--- src/rtl/usb_tx_pkg.sv ---
// Shared types and constants for the USB full-speed transmit serializer.
package usb_tx_pkg;

    typedef enum logic [2:0] {
        IDLE,
        SHIFT,
        STUFF,
        EOP_SE0_1,
        EOP_SE0_2,
        EOP_J
    } state_t;

    // Line states as {dplus, dminus}
    localparam logic [1:0] LINE_J   = 2'b10;
    localparam logic [1:0] LINE_K   = 2'b01;
    localparam logic [1:0] LINE_SE0 = 2'b00;

    localparam int DEF_STUFF_LEN = 6;

    function automatic logic [1:0] nrzi(input logic [1:0] line, input logic raw);
        if (raw) return line;
        return (line == LINE_J) ? LINE_K : LINE_J;
    endfunction

endpackage

--- src/rtl/usb_bit_timer.sv ---
// Fractional bit timer: one strobe every BIT_NUM/BIT_DEN clocks on average.
module usb_bit_timer #(
    parameter int BIT_NUM = 25,
    parameter int BIT_DEN = 3
) (
    input  logic clk,
    input  logic n_rst,
    input  logic clear,
    input  logic enable,
    output logic bit_strobe
);
    localparam int AW = $clog2(BIT_NUM + BIT_DEN + 1);

    logic [AW-1:0] acc;
    logic [AW-1:0] acc_sum;

    assign acc_sum    = acc + AW'(BIT_DEN);
    assign bit_strobe = enable && (acc_sum >= AW'(BIT_NUM));

    always_ff @(posedge clk) begin
        if (!n_rst || clear)
            acc <= '0;
        else if (enable)
            acc <= bit_strobe ? acc_sum - AW'(BIT_NUM) : acc_sum;
    end

endmodule

--- src/rtl/usb_tx_serializer.sv ---
// Parallel-to-serial USB full-speed transmitter: bit stuffing, NRZI and EOP,
// with a single-byte holding register in front of the shift register.
module usb_tx_serializer
    import usb_tx_pkg::*;
#(
    parameter int BIT_NUM   = 25,
    parameter int BIT_DEN   = 3,
    parameter int STUFF_LEN = DEF_STUFF_LEN
) (
    input  logic       clk,
    input  logic       n_rst,
    input  logic       load_enable,
    input  logic [7:0] data_pts,
    input  logic       eop_request,
    output logic       dplus,
    output logic       dminus,
    output logic       byte_complete,
    output logic       eop_done,
    output logic       busy,
    output logic       underrun,
    output logic       overrun
);
    localparam int OW = $clog2(STUFF_LEN + 1);

    state_t        state, state_n;
    logic [7:0]    sh, sh_n, hold_data, hold_data_n;
    logic [2:0]    bit_cnt, bit_cnt_n;
    logic [OW-1:0] ones, ones_n, ones_nx;
    logic [1:0]    line, line_n;
    logic          hold_valid, hold_valid_n, eop_pending, eop_pending_n;
    logic          busy_n, bc_n, ur_n, ed_n, ov_n;
    logic          bit_strobe, xfer, byte_end, eop_end;

    usb_bit_timer #(.BIT_NUM(BIT_NUM), .BIT_DEN(BIT_DEN)) u_timer (
        .clk        (clk),
        .n_rst      (n_rst),
        .clear      (state == IDLE),
        .enable     (state != IDLE),
        .bit_strobe (bit_strobe)
    );

    assign ones_nx = sh[0] ? ones + 1'b1 : '0;
    assign dplus   = line[1];
    assign dminus  = line[0];

    always_comb begin
        state_n       = state;
        sh_n          = sh;
        bit_cnt_n     = bit_cnt;
        ones_n        = ones;
        line_n        = line;
        busy_n        = busy;
        eop_pending_n = eop_pending | (eop_request && state != IDLE);
        bc_n          = 1'b0;
        ur_n          = 1'b0;
        ed_n          = 1'b0;
        xfer          = 1'b0;
        byte_end      = 1'b0;
        eop_end       = 1'b0;

        case (state)
            IDLE: if (hold_valid) begin
                xfer      = 1'b1;
                sh_n      = hold_data;
                bit_cnt_n = '0;
                ones_n    = '0;
                busy_n    = 1'b1;
                line_n    = nrzi(LINE_J, hold_data[0]);
                state_n   = SHIFT;
            end
            SHIFT: if (bit_strobe) begin
                ones_n = ones_nx;
                if (ones_nx == OW'(STUFF_LEN)) begin
                    // Bit index is held; STUFF resumes from the same position.
                    line_n  = nrzi(line, 1'b0);
                    state_n = STUFF;
                end else if (bit_cnt == 3'd7) begin
                    byte_end = 1'b1;
                end else begin
                    sh_n      = sh >> 1;
                    bit_cnt_n = bit_cnt + 3'd1;
                    line_n    = nrzi(line, sh[1]);
                end
            end
            STUFF: if (bit_strobe) begin
                ones_n  = '0;
                state_n = SHIFT;
                if (bit_cnt == 3'd7) begin
                    byte_end = 1'b1;
                end else begin
                    sh_n      = sh >> 1;
                    bit_cnt_n = bit_cnt + 3'd1;
                    line_n    = nrzi(line, sh[1]);
                end
            end
            EOP_SE0_1: if (bit_strobe) state_n = EOP_SE0_2;
            EOP_SE0_2: if (bit_strobe) begin
                line_n  = LINE_J;
                state_n = EOP_J;
            end
            EOP_J: if (bit_strobe) begin
                ed_n          = 1'b1;
                busy_n        = 1'b0;
                eop_pending_n = 1'b0;
                eop_end       = 1'b1;
                state_n       = IDLE;
            end
            default: state_n = IDLE;
        endcase

        if (byte_end) begin
            bc_n = 1'b1;
            if (eop_pending_n) begin
                line_n  = LINE_SE0;
                state_n = EOP_SE0_1;
            end else if (hold_valid) begin
                // ones carries over so stuffing spans byte boundaries
                xfer      = 1'b1;
                sh_n      = hold_data;
                bit_cnt_n = '0;
                line_n    = nrzi(line, hold_data[0]);
                state_n   = SHIFT;
            end else begin
                ur_n    = 1'b1;
                busy_n  = 1'b0;
                line_n  = LINE_J;
                state_n = IDLE;
            end
        end

        hold_valid_n = hold_valid;
        hold_data_n  = hold_data;
        ov_n         = 1'b0;
        if (xfer || eop_end) hold_valid_n = 1'b0;
        if (load_enable) begin
            if (hold_valid && !xfer && !eop_end) begin
                ov_n = 1'b1;
            end else begin
                hold_data_n  = data_pts;
                hold_valid_n = 1'b1;
            end
        end
    end

    always_ff @(posedge clk) begin
        if (!n_rst) begin
            state         <= IDLE;
            sh            <= '0;
            bit_cnt       <= '0;
            ones          <= '0;
            line          <= LINE_J;
            hold_data     <= '0;
            hold_valid    <= 1'b0;
            eop_pending   <= 1'b0;
            busy          <= 1'b0;
            byte_complete <= 1'b0;
            underrun      <= 1'b0;
            eop_done      <= 1'b0;
            overrun       <= 1'b0;
        end else begin
            state         <= state_n;
            sh            <= sh_n;
            bit_cnt       <= bit_cnt_n;
            ones          <= ones_n;
            line          <= line_n;
            hold_data     <= hold_data_n;
            hold_valid    <= hold_valid_n;
            eop_pending   <= eop_pending_n;
            busy          <= busy_n;
            byte_complete <= bc_n;
            underrun      <= ur_n;
            eop_done      <= ed_n;
            overrun       <= ov_n;
        end
    end

endmodule

--- config.mk ---
export PLATFORM = sky130hd
export DESIGN_NAME = usb_tx_serializer
export DESIGN_NICKNAME = d
export VERILOG_FILES = /design/src/rtl/usb_tx_pkg.sv /design/src/rtl/usb_bit_timer.sv /design/src/rtl/usb_tx_serializer.sv
export SDC_FILE = /design/constraint.sdc
export NUM_CORES = 1
export LEC_CHECK = 0
export ABC_AREA = 1
export CORE_MARGIN = 5
export CORE_UTILIZATION = 30
export CTS_BUF_LIST = sky130_fd_sc_hd__clkbuf_8
export CTS_CLUSTER_SIZE = 20
export DETAILED_ROUTE_END_ITERATION = 10
export GPL_TIMING_DRIVEN = 0
export MAX_ROUTING_LAYER = met4
export PLACE_DENSITY = 0.43
export SYNTH_ARGS = -nofsm -noshare
export SYNTH_HDL_FRONTEND = slang
export SYNTH_SLANG_ARGS = --single-unit
--- constraint.sdc ---
create_clock -name clk -period 4.1 [get_ports clk]
set_clock_uncertainty 0.05 [all_clocks]
set_input_delay 1.025 -clock clk [delete_from_list [all_inputs] [get_ports clk]]
set_output_delay 1.025 -clock clk [all_outputs]
set_load 0.005 [all_outputs]
## After elaboration in Yosys (flattened, before gate mapping)

Index checks and enable logic that the tools add are counted.

| storage, ports and cells | value |
|---|---|
| register bits | 39 |
| word-level logic and storage cells | 153 |
| input port bits | 12 |
| output and inout port bits | 7 |

| operators by class | value |
|---|---|
| $add $sub $neg | 4 |
| bitwise operators | 4 |
| multiplexer cells | 90 |
| reduce and logical (&&, ||, !) cells | 19 |
| equal/unequal tests | 21 |
| magnitude comparators | 1 |

Operators with widths:

| cell | number |
|---|---|
| $mux W8 | 8 |
| $mux W3 | 19 |
| $mux W1 | 37 |
| $mux W2 | 18 |
| $pmux W8 S3 | 1 |
| $pmux W3 S3 | 2 |
| $pmux W3 S6 | 1 |
| $ne A3 B2 Y1 const B | 5 |
| $eq A3 B3 Y1 const B | 4 |
| $ne A3 B3 Y1 const B | 3 |
| $pmux W2 S4 | 1 |
| $reduce_and A8 Y1 | 1 |
| $reduce_and A7 Y1 | 1 |
| $add A3 B1 Y3 const B | 2 |
| $eq A3 B2 Y1 const B | 2 |
| $reduce_bool A3 Y1 | 2 |
| $add A5 B2 Y5 const B | 1 |
| $ge A5 B5 Y1 const B | 1 |
| $mux W5 | 1 |
| $ne A5 B5 Y1 const B | 1 |
| $reduce_bool A5 Y1 | 1 |
| $sub A5 B5 Y5 const B | 1 |
| $logic_and A1 B1 Y1 | 4 |
| $ne A2 B1 Y1 const B | 2 |
| other kinds (13) | 20 |

## Depth between registers and ports, before layout

Gate-level depths: netlist of run 1.

| logic depth | value |
|---|---|
| word-level depth | 12 |
| mapped depth | 15 |
| depth with buffers taken out | 15 |

## Cells and area by module

A second synthesis of run 1 with hierarchy kept.

| unflattened totals | value |
|---|---|
| cell total of the unflattened synthesis | 380 |
| area, all modules | 2,452.4 µm² |

Modules (own cells, without submodules):

| module | area each (µm²) | times used | seq. area each (µm²) | cells an instance |
|---|---|---|---|---|
| usb_tx_serializer | 1,996.9 | 1 | 680.7 | 311 |
| usb_bit_timer | 455.4 | 1 | 100.1 | 69 |

## Worst setup path before layout of run 1

No wires, ideal clock.

| path | value |
|---|---|
| path type | reg2reg |
| from | register u_timer.acc[0] |
| to | register hold_data[0] |
| arrival | 1.894 ns |
| cell stages (with the launch flop) | 14 |
| slack | 2.041 ns |
| setup time | 0.115 ns |
| path buffers | 1 |
| path through | dfxtp_1 inv_1 ha_1 inv_1 nand2_1 nand2_1 nand3b_4 nand3_1 nand2_1 nand2_4 nand2_4 buf_12 a21oi_1 nor2_1 |

| on the way | value |
|---|---|
| word-level cells in the longest chain between the ends | 12 |

RTL lines:

| item | line | source |
|---|---|---|
| start, declared | usb_bit_timer.sv:14 | `logic [AW-1:0] acc;` |
| start signal, assigned | usb_bit_timer.sv:24 | `acc <= bit_strobe ? acc_sum - AW'(BIT_NUM) : acc_sum;` |
| $add A5 B2 Y5 * | usb_bit_timer.sv:17 | `assign acc_sum = acc + AW'(BIT_DEN);` |
| $ge A5 B5 Y1 * | usb_bit_timer.sv:18 | `assign bit_strobe = enable && (acc_sum >= AW'(BIT_NUM));` |
| $logic_and A1 B1 Y1 * | usb_bit_timer.sv:18 |  |
| $mux W1 | usb_tx_serializer.sv:101 | `EOP_J: if (bit_strobe) begin` |
| $mux W1 | usb_tx_serializer.sv:61 | `case (state)` |
| $mux W1 | usb_tx_serializer.sv:113 | `if (eop_pending_n) begin` |
| $mux W1 | usb_tx_serializer.sv:111 | `if (byte_end) begin` |
| $logic_not A1 Y1 | usb_tx_serializer.sv:136 | `if (hold_valid && !xfer && !eop_end) begin` |
| $logic_and A1 B1 Y1 | usb_tx_serializer.sv:136 |  |
| $logic_and A1 B1 Y1 * | usb_tx_serializer.sv:136 |  |
| $not A1 Y1 (no line) * | - |  |
| $reduce_and A2 Y1 (no line) * | - |  |
| end signal, assigned | usb_tx_serializer.sv:166 | `hold_data <= hold_data_n;` |
| end, declared | usb_tx_serializer.sv:26 | `logic [7:0] sh, sh_n, hold_data, hold_data_n;` |

Mark *: on every way between the ends. The rest lies on a longest branch, timed or not.
A chain may end at the register's enable or synchronous reset.

## Final worst setup path of run 1

| path | value |
|---|---|
| from | register u_timer.acc[0] |
| to | register sh[1] |

| on the way | value |
|---|---|
| word-level cells in the longest chain between the ends | 8 |

RTL lines:

| item | line | source |
|---|---|---|
| $add A5 B2 Y5 * | usb_bit_timer.sv:17 |  |
| $ge A5 B5 Y1 * | usb_bit_timer.sv:18 |  |
| $logic_and A1 B1 Y1 * | usb_bit_timer.sv:18 |  |
| $mux W8, on equally long branches | usb_tx_serializer.sv:85, usb_tx_serializer.sv:71 |  |
| $pmux W8 S3 | usb_tx_serializer.sv:61 |  |
| $mux W8 | usb_tx_serializer.sv:116 | `end else if (hold_valid) begin` |
| $mux W8 | usb_tx_serializer.sv:113 |  |
| $mux W8 * | usb_tx_serializer.sv:111 |  |
| end signal, assigned | usb_tx_serializer.sv:162 | `sh <= sh_n;` |
| end, declared | usb_tx_serializer.sv:26 |  |

Marks and branches as above.

==> metrics.txt, run 1 <==
Setup crit end kind flop; GR Util All Layers 16.01%; global-route wire length before repair around 13 mm; # clock sinks 39; pin count of the biggest net entering global routing 13; Worst VDD drop 0.2747 mV; Slew @ Worst Pin approximately 570 ps; Synth Net Count ~440; top_reg_cell synth dfxtp_1; Initial Util 30.27%; status completed; WL/cell ~14 um; crit start category flop; initial antenna violation count 0; GRT Residual Overflow 0; die area 10630 um^2; share of cells above drive strength 1 around 8%; post-DP HPWL between 5 and 6 mm; Power Density 570.9 nW/um^2; FFs w/ async S/R, synth 0%; Syn Area/Cell 6.223 um^2; min cycle time layout about 2600 ps; CTS Buf Count 5; CTS clk-pin slew, worst paths 90 ps; Max-Cap Viols 0; # DRC 0; die height about 100 um; Max Root-Sink Buffers 2; port bufs 17; total negative slack 0 ps; postcts setup bufs 0; Clock Latency Late Sink 300 ps; 1st-pass router iterations 4; TritonCTS clock tree done; pre-CTS setup slack around 1300 ps; post-route clock period utilization 62.79%; Slew Limit Fails 0; DRT iter0 DRCs approximately 150; H-Tree Depth 2; endpoints failing hold 0; Routed WL ~7.6 mm; gpl congestion approximately 0.85; Syn Std Cell Area about 2600 um^2; post-synth top area cell dfxtp_1; core box area 8593 um^2; synthesized flop and latch total 39; setup ws final around 1500 ps; Max FO, Critical Path 8; post-synth top area share 30.01%; post-cts hold buffer count 0; vias in the first global route approximately 2500; final setup vio count 0; WP data required around 4200 ps; Total Power roughly 0.0017 W; io pins 19; Layout area overhead 15.01%; Min Hold Slack about 430 ps; # nets final roughly 460; f_max 388.4 MHz; via count 2674; leakage between 1 and 1.5 nW; root buffer cell clkbuf_8; die width 103.1 um; synth top area cells dfxtp_1 30%, nand2_1 18%, nand3_1 8.9%; ANT nets after route 0; RSZ-0062 raised after global routing false; num rows 34; Hold/Removal Path Class flop to flop; WS Path Type flop to flop; vias per cell ~4.9; post-CTS sizing 0; Post-synth EDFFs 0; Antenna diodes 0; Rel. slew slack between 60% and 70%; sequential fraction of the synthesis area 30.01%; Gate Count Post-Synth 418; yosys warns 0; worst path arrival time 2720 ps; library cells used by synthesis 35
## power by group
group	internal (W)	switching (W)
logic	0.000292	0.000647
registers	0.000447	0.0000569
clock network	0.000117	0.000148
## Yosys cell counts, drive strengths merged, types with 2 or more instances
master / instances
dfxtp: 39
nand3b: 2
inv: 54
nor2: 43
xor2: 2
ha: 5
o21ai: 34
clkbuf: 5
o211ai: 3
nor3: 6
a21oi: 24
o22ai: 2
nand3: 48
buf: 6
nand2: 129
nand4: 10
## layout make-up
class | count | area (um^2)
fill | 1004 | 5602
multi-input combinational | 313 | 1533
sequential | 39 | 780.7
inverter | 55 | 206.4
timing repair buffer | 17 | 170.2
tap | 108 | 135.1
buffer | 11 | 81.33
clock buffer | 5 | 68.82
clock inverter | 3 | 16.27
## per-layer routing
metal	GRT usage (%)	vias up	wire (um)
li1	-	1404	-
met1	21.21	1203	3640
met2	25.21	56	3542
met3	2.503	11	306
met4	4.681	0	142
met5	-	-	0
## metrics by stage
stage | utilization [%] | cell area, um^2 | std cells
floorplan | - | 2601 | 418
global placement | 33.82 | 2907 | 543
detailed placement | 33.82 | 2907 | 543
CTS | 34.81 | 2992 | 551
global route | 34.81 | 2992 | 551
finish | 34.81 | 2992 | 551
## cell families after synthesis
| kind of cell | share of synthesized area, % |
|---|---|
| XOR/XNOR | 0.6735 |
| flip-flops | 30.01 |
| adder cells (fa/ha/maj) | 2.405 |
| buffers and inverters | 11.06 |
| AO/OA/AOI/OAI | 13.95 |
| AND/OR/NAND/NOR | 41.89 |
## path summary, 6_finish.rpt
path / startpoint / end / slack, ps / cells past startpoint
worst max-delay path: u_timer.acc[0] / sh[1] / 1530 / 14
worst min-delay path: ones[1] / ones[1] / 430 / 2
worst max register to register: u_timer.acc[0] / sh[1] / 1530 / 14
worst min register to register: ones[1] / ones[1] / 430 / 2
## flip-flops by register name, indices dropped and copies added, names as in the netlist
name,flops
bit_cnt,3
busy,1
byte_complete,1
eop_done,1
eop_pending,1
hold_data,8
hold_valid,1
line,2
ones,3
overrun,1
sh,8
state,3
u_timer.acc,5
underrun,1
## cells in the final DEF, fill, tap and decap left out, types with 2 or more instances in the layout
cell	instances
nor3_1	5
o211ai_1	3
nand3_1	46
dfxtp_1	39
o21ai_1	2
inv_2	5
buf_2	2
clkdlybuf4s50_1	17
nor2_4	3
nor2_1	40
nand2_1	123
nand4_1	10
nand2_4	2
ha_1	5
a21oi_1	22
clkbuf_8	6
o21ai_0	32
clkbuf_1	4
nand2_2	4
inv_1	50
buf_4	3
o22ai_1	2
xor2_1	2
a21oi_2	2
## critical path, cell delays in order, from the launching register on
cell	delay, ps
dfxtp_1	400
inv_1	110
ha_1	220
inv_1	80
nand3_1	70
nand2_1	80
nand2_2	80
nor2_4	220
nand3_1	260
a21oi_1	300
nand2_2	160
inv_2	180
nor2_4	90
o21ai_0	100
nand2_1	60
No activity file was read; power rests on OpenSTA's default activity.
==> inputs of run 2 (changes only) <==
PLACE_DENSITY = 0.45   (was 0.43)
clock period = 2.25 ns   (was 4.1 ns; I/O delays follow)
==> metrics.txt, run 2 (synthesis gave the netlist of run 1 again) <==
status completed; post-route clock period utilization 93.98% (+31 points); final setup vio count 0 (unchanged); core box area 8593 um^2 (unchanged); Initial Util 30.27% (unchanged); Post-Place Cell Area 2907 um^2 (unchanged); post-cts hold buffer count 0 (unchanged); switching part of the total 49.63% (-0.27 points); Psw 0.001701 W (+100%); commonest non-fill, non-tap cells in the layout 115 x nand2_1, 47 x inv_1, 44 x nand3_1, 37 x dfxtp_1, 36 x nor2_1; worst path arrival time 2310 ps (-410 ps); # clock sinks 39 (unchanged); GR Util All Layers 16.56% (+0.55 points); Setup crit end kind flop; Routed WL 8.061 mm (+5.6%); Int Pwr 0.001726 W (+100%); io pins 19 (unchanged); H-Tree Depth 2 (unchanged); CTS clk-pin slew, worst paths 80 ps (about the same); num rows 34 (unchanged); Max-Cap Viols 0 (unchanged); Total Power 0.003427 W (+100%); Worst VDD drop 0.4450 mV (+62%); Gate power share 57.7% (+2.7 points); Slew Limit Fails 0 (unchanged); vias per cell 4.854 (about the same); WL/cell 14.22 um (+2.7%); share of cells above drive strength 1 16.56% (+8.7 points); Fill cells 958 (-4.6%); endpoints failing hold 0 (unchanged); # nets final 475 (+3.5%); Power Density 1049 nW/um^2 (+84%); Final Cell Area 3267 um^2 (+9.2%); Clock Latency Late Sink 300 ps (about the same); clock power share 15.4% (about the same); DRT iter0 DRCs 191 (+24%); Reg power frac 26.9% (-2.6 points); TritonCTS clock tree done; crit start category flop; port bufs 17 (unchanged); 1st-pass router iterations 5 (+1); GRT Residual Overflow 0 (unchanged); global-route wire length before repair 13.23 mm (+3.7%); f_max 472.9 MHz (+22%); die width 103.1 um (unchanged); via count 2752 (+2.9%); Slew @ Worst Pin 593.2 ps (+23.03 ps); leakage 1.591 nW (+7.9%); initial antenna violation count 0 (unchanged); ANT nets after route 0 (unchanged); WS Path Type flop to flop; Layout area overhead 25.59%; root buffer cell clkbuf_8; setup ws final 135.4 ps (-1390 ps); vias in the first global route 2636 (+5.2%); Max FO, Critical Path 6 (-2); biggest regs hold_data: 8 flops, sh: 8 flops, u_timer.acc: 5 flops; die area 10630 um^2 (unchanged); Max Root-Sink Buffers 2 (unchanged); pin count of the biggest net entering global routing 13 (unchanged); post-DP HPWL 5.875 mm (-1.4%); Antenna diodes 0 (unchanged); die height 103.1 um (unchanged); min cycle time layout 2115 ps (-459.7 ps); Hold/Removal Path Class flop to flop; WP data required 2440 ps (-1800 ps); CTS Buf Count 5 (unchanged); gpl congestion 0.8688 (+2.1%); pre-CTS setup slack -303.9 ps (-1613 ps); # DRC 0 (unchanged); Rel. slew slack 60.46% (-1.5 points); Min Hold Slack 425.0 ps (-0.9890 ps); R2R setup slack 140 ps (-1390 ps); most common cell after layout, fill and taps aside nand2_1
-- run 2: cell types whose count changed in the layout (fill, tap and decap cells not counted), sizes merged --
cell / before / now
buf: 6 / 20
nand2: 129 / 130
clkinvlp: 1 / 0
clkbuf: 10 / 12
-- run 2: stage by stage --
stage	TNS, ps	util, %	cells
after detailed placement	-6067	33.82	543
final	0	38.02	567
after global placement	-6109	33.82	543
after CTS	0	36.09	560
after floorplan	0	-	418
after global routing	-6.747	38.02	567
-- run 2: area by class of cell --
cell class | count | area [um^2] | share of cell area (%)
Buffer | 11 | 86.33 | 2.643
Clock buffer | 6 | 82.58 | 2.528
Clock inverter | 2 | 12.51 | 0.3830
Inverter | 55 | 209.0 | 6.396
Multi-Input combinational cell | 314 | 1658 | 50.75
Sequential cell | 39 | 783.3 | 23.98
Tap cell | 108 | 135.1 | 4.136
Timing Repair Buffer | 32 | 300.3 | 9.192
-- run 2: final timing paths --
kind | start | to | cells after the start
hold reg to reg | ones[1] | ones[1] | 2
hold / removal | ones[1] | ones[1] | 2
setup reg to reg | u_timer.acc[1] | hold_data[6] | 14
setup / recovery | u_timer.acc[1] | hold_data[6] | 14
-- run 2: power by group through the flow --
stage	Combinational [W]	Clock (W)	Sequential, W
finish	0.00198	0.000527	0.000922
global route	0.00221	0.000579	0.000941
CTS	0.00177	0.000551	0.000920
detailed placement	0.00170	0	0.000938
global placement	0.00171	0	0.000933
floorplan	0.00124	0	0.000910
-- run 2: worst max-delay path: stages, from the launching register on --
cell	delay, ps
dfxtp_2	350
inv_2	60
ha_4	160
inv_2	50
nand3_1	60
nand2_1	80
nand2_2	80
nor2_4	210
nand3_4	110
nor3_4	280
nand2_4	150
nand2_8	130
clkbuf_16	140
a21oi_1	50
nor2_1	90
-- run 2: timing repair --
item	in CTS	in global routing
buffers inserted	9	5
endpoints found under the setup margin	28	28
gates cloned	0	2
resized for setup	10	28
pin swaps	4	11
-- run 2: routing by layer --
metal  part of all wire, %  vias up  GRT usage (%)
li1                      -     1432              -
met1                    47     1236          20.77
met2                    48       71          26.79
met3                   3.9       13          3.180
met4                   1.6        0          5.378
met5                     0        -              -
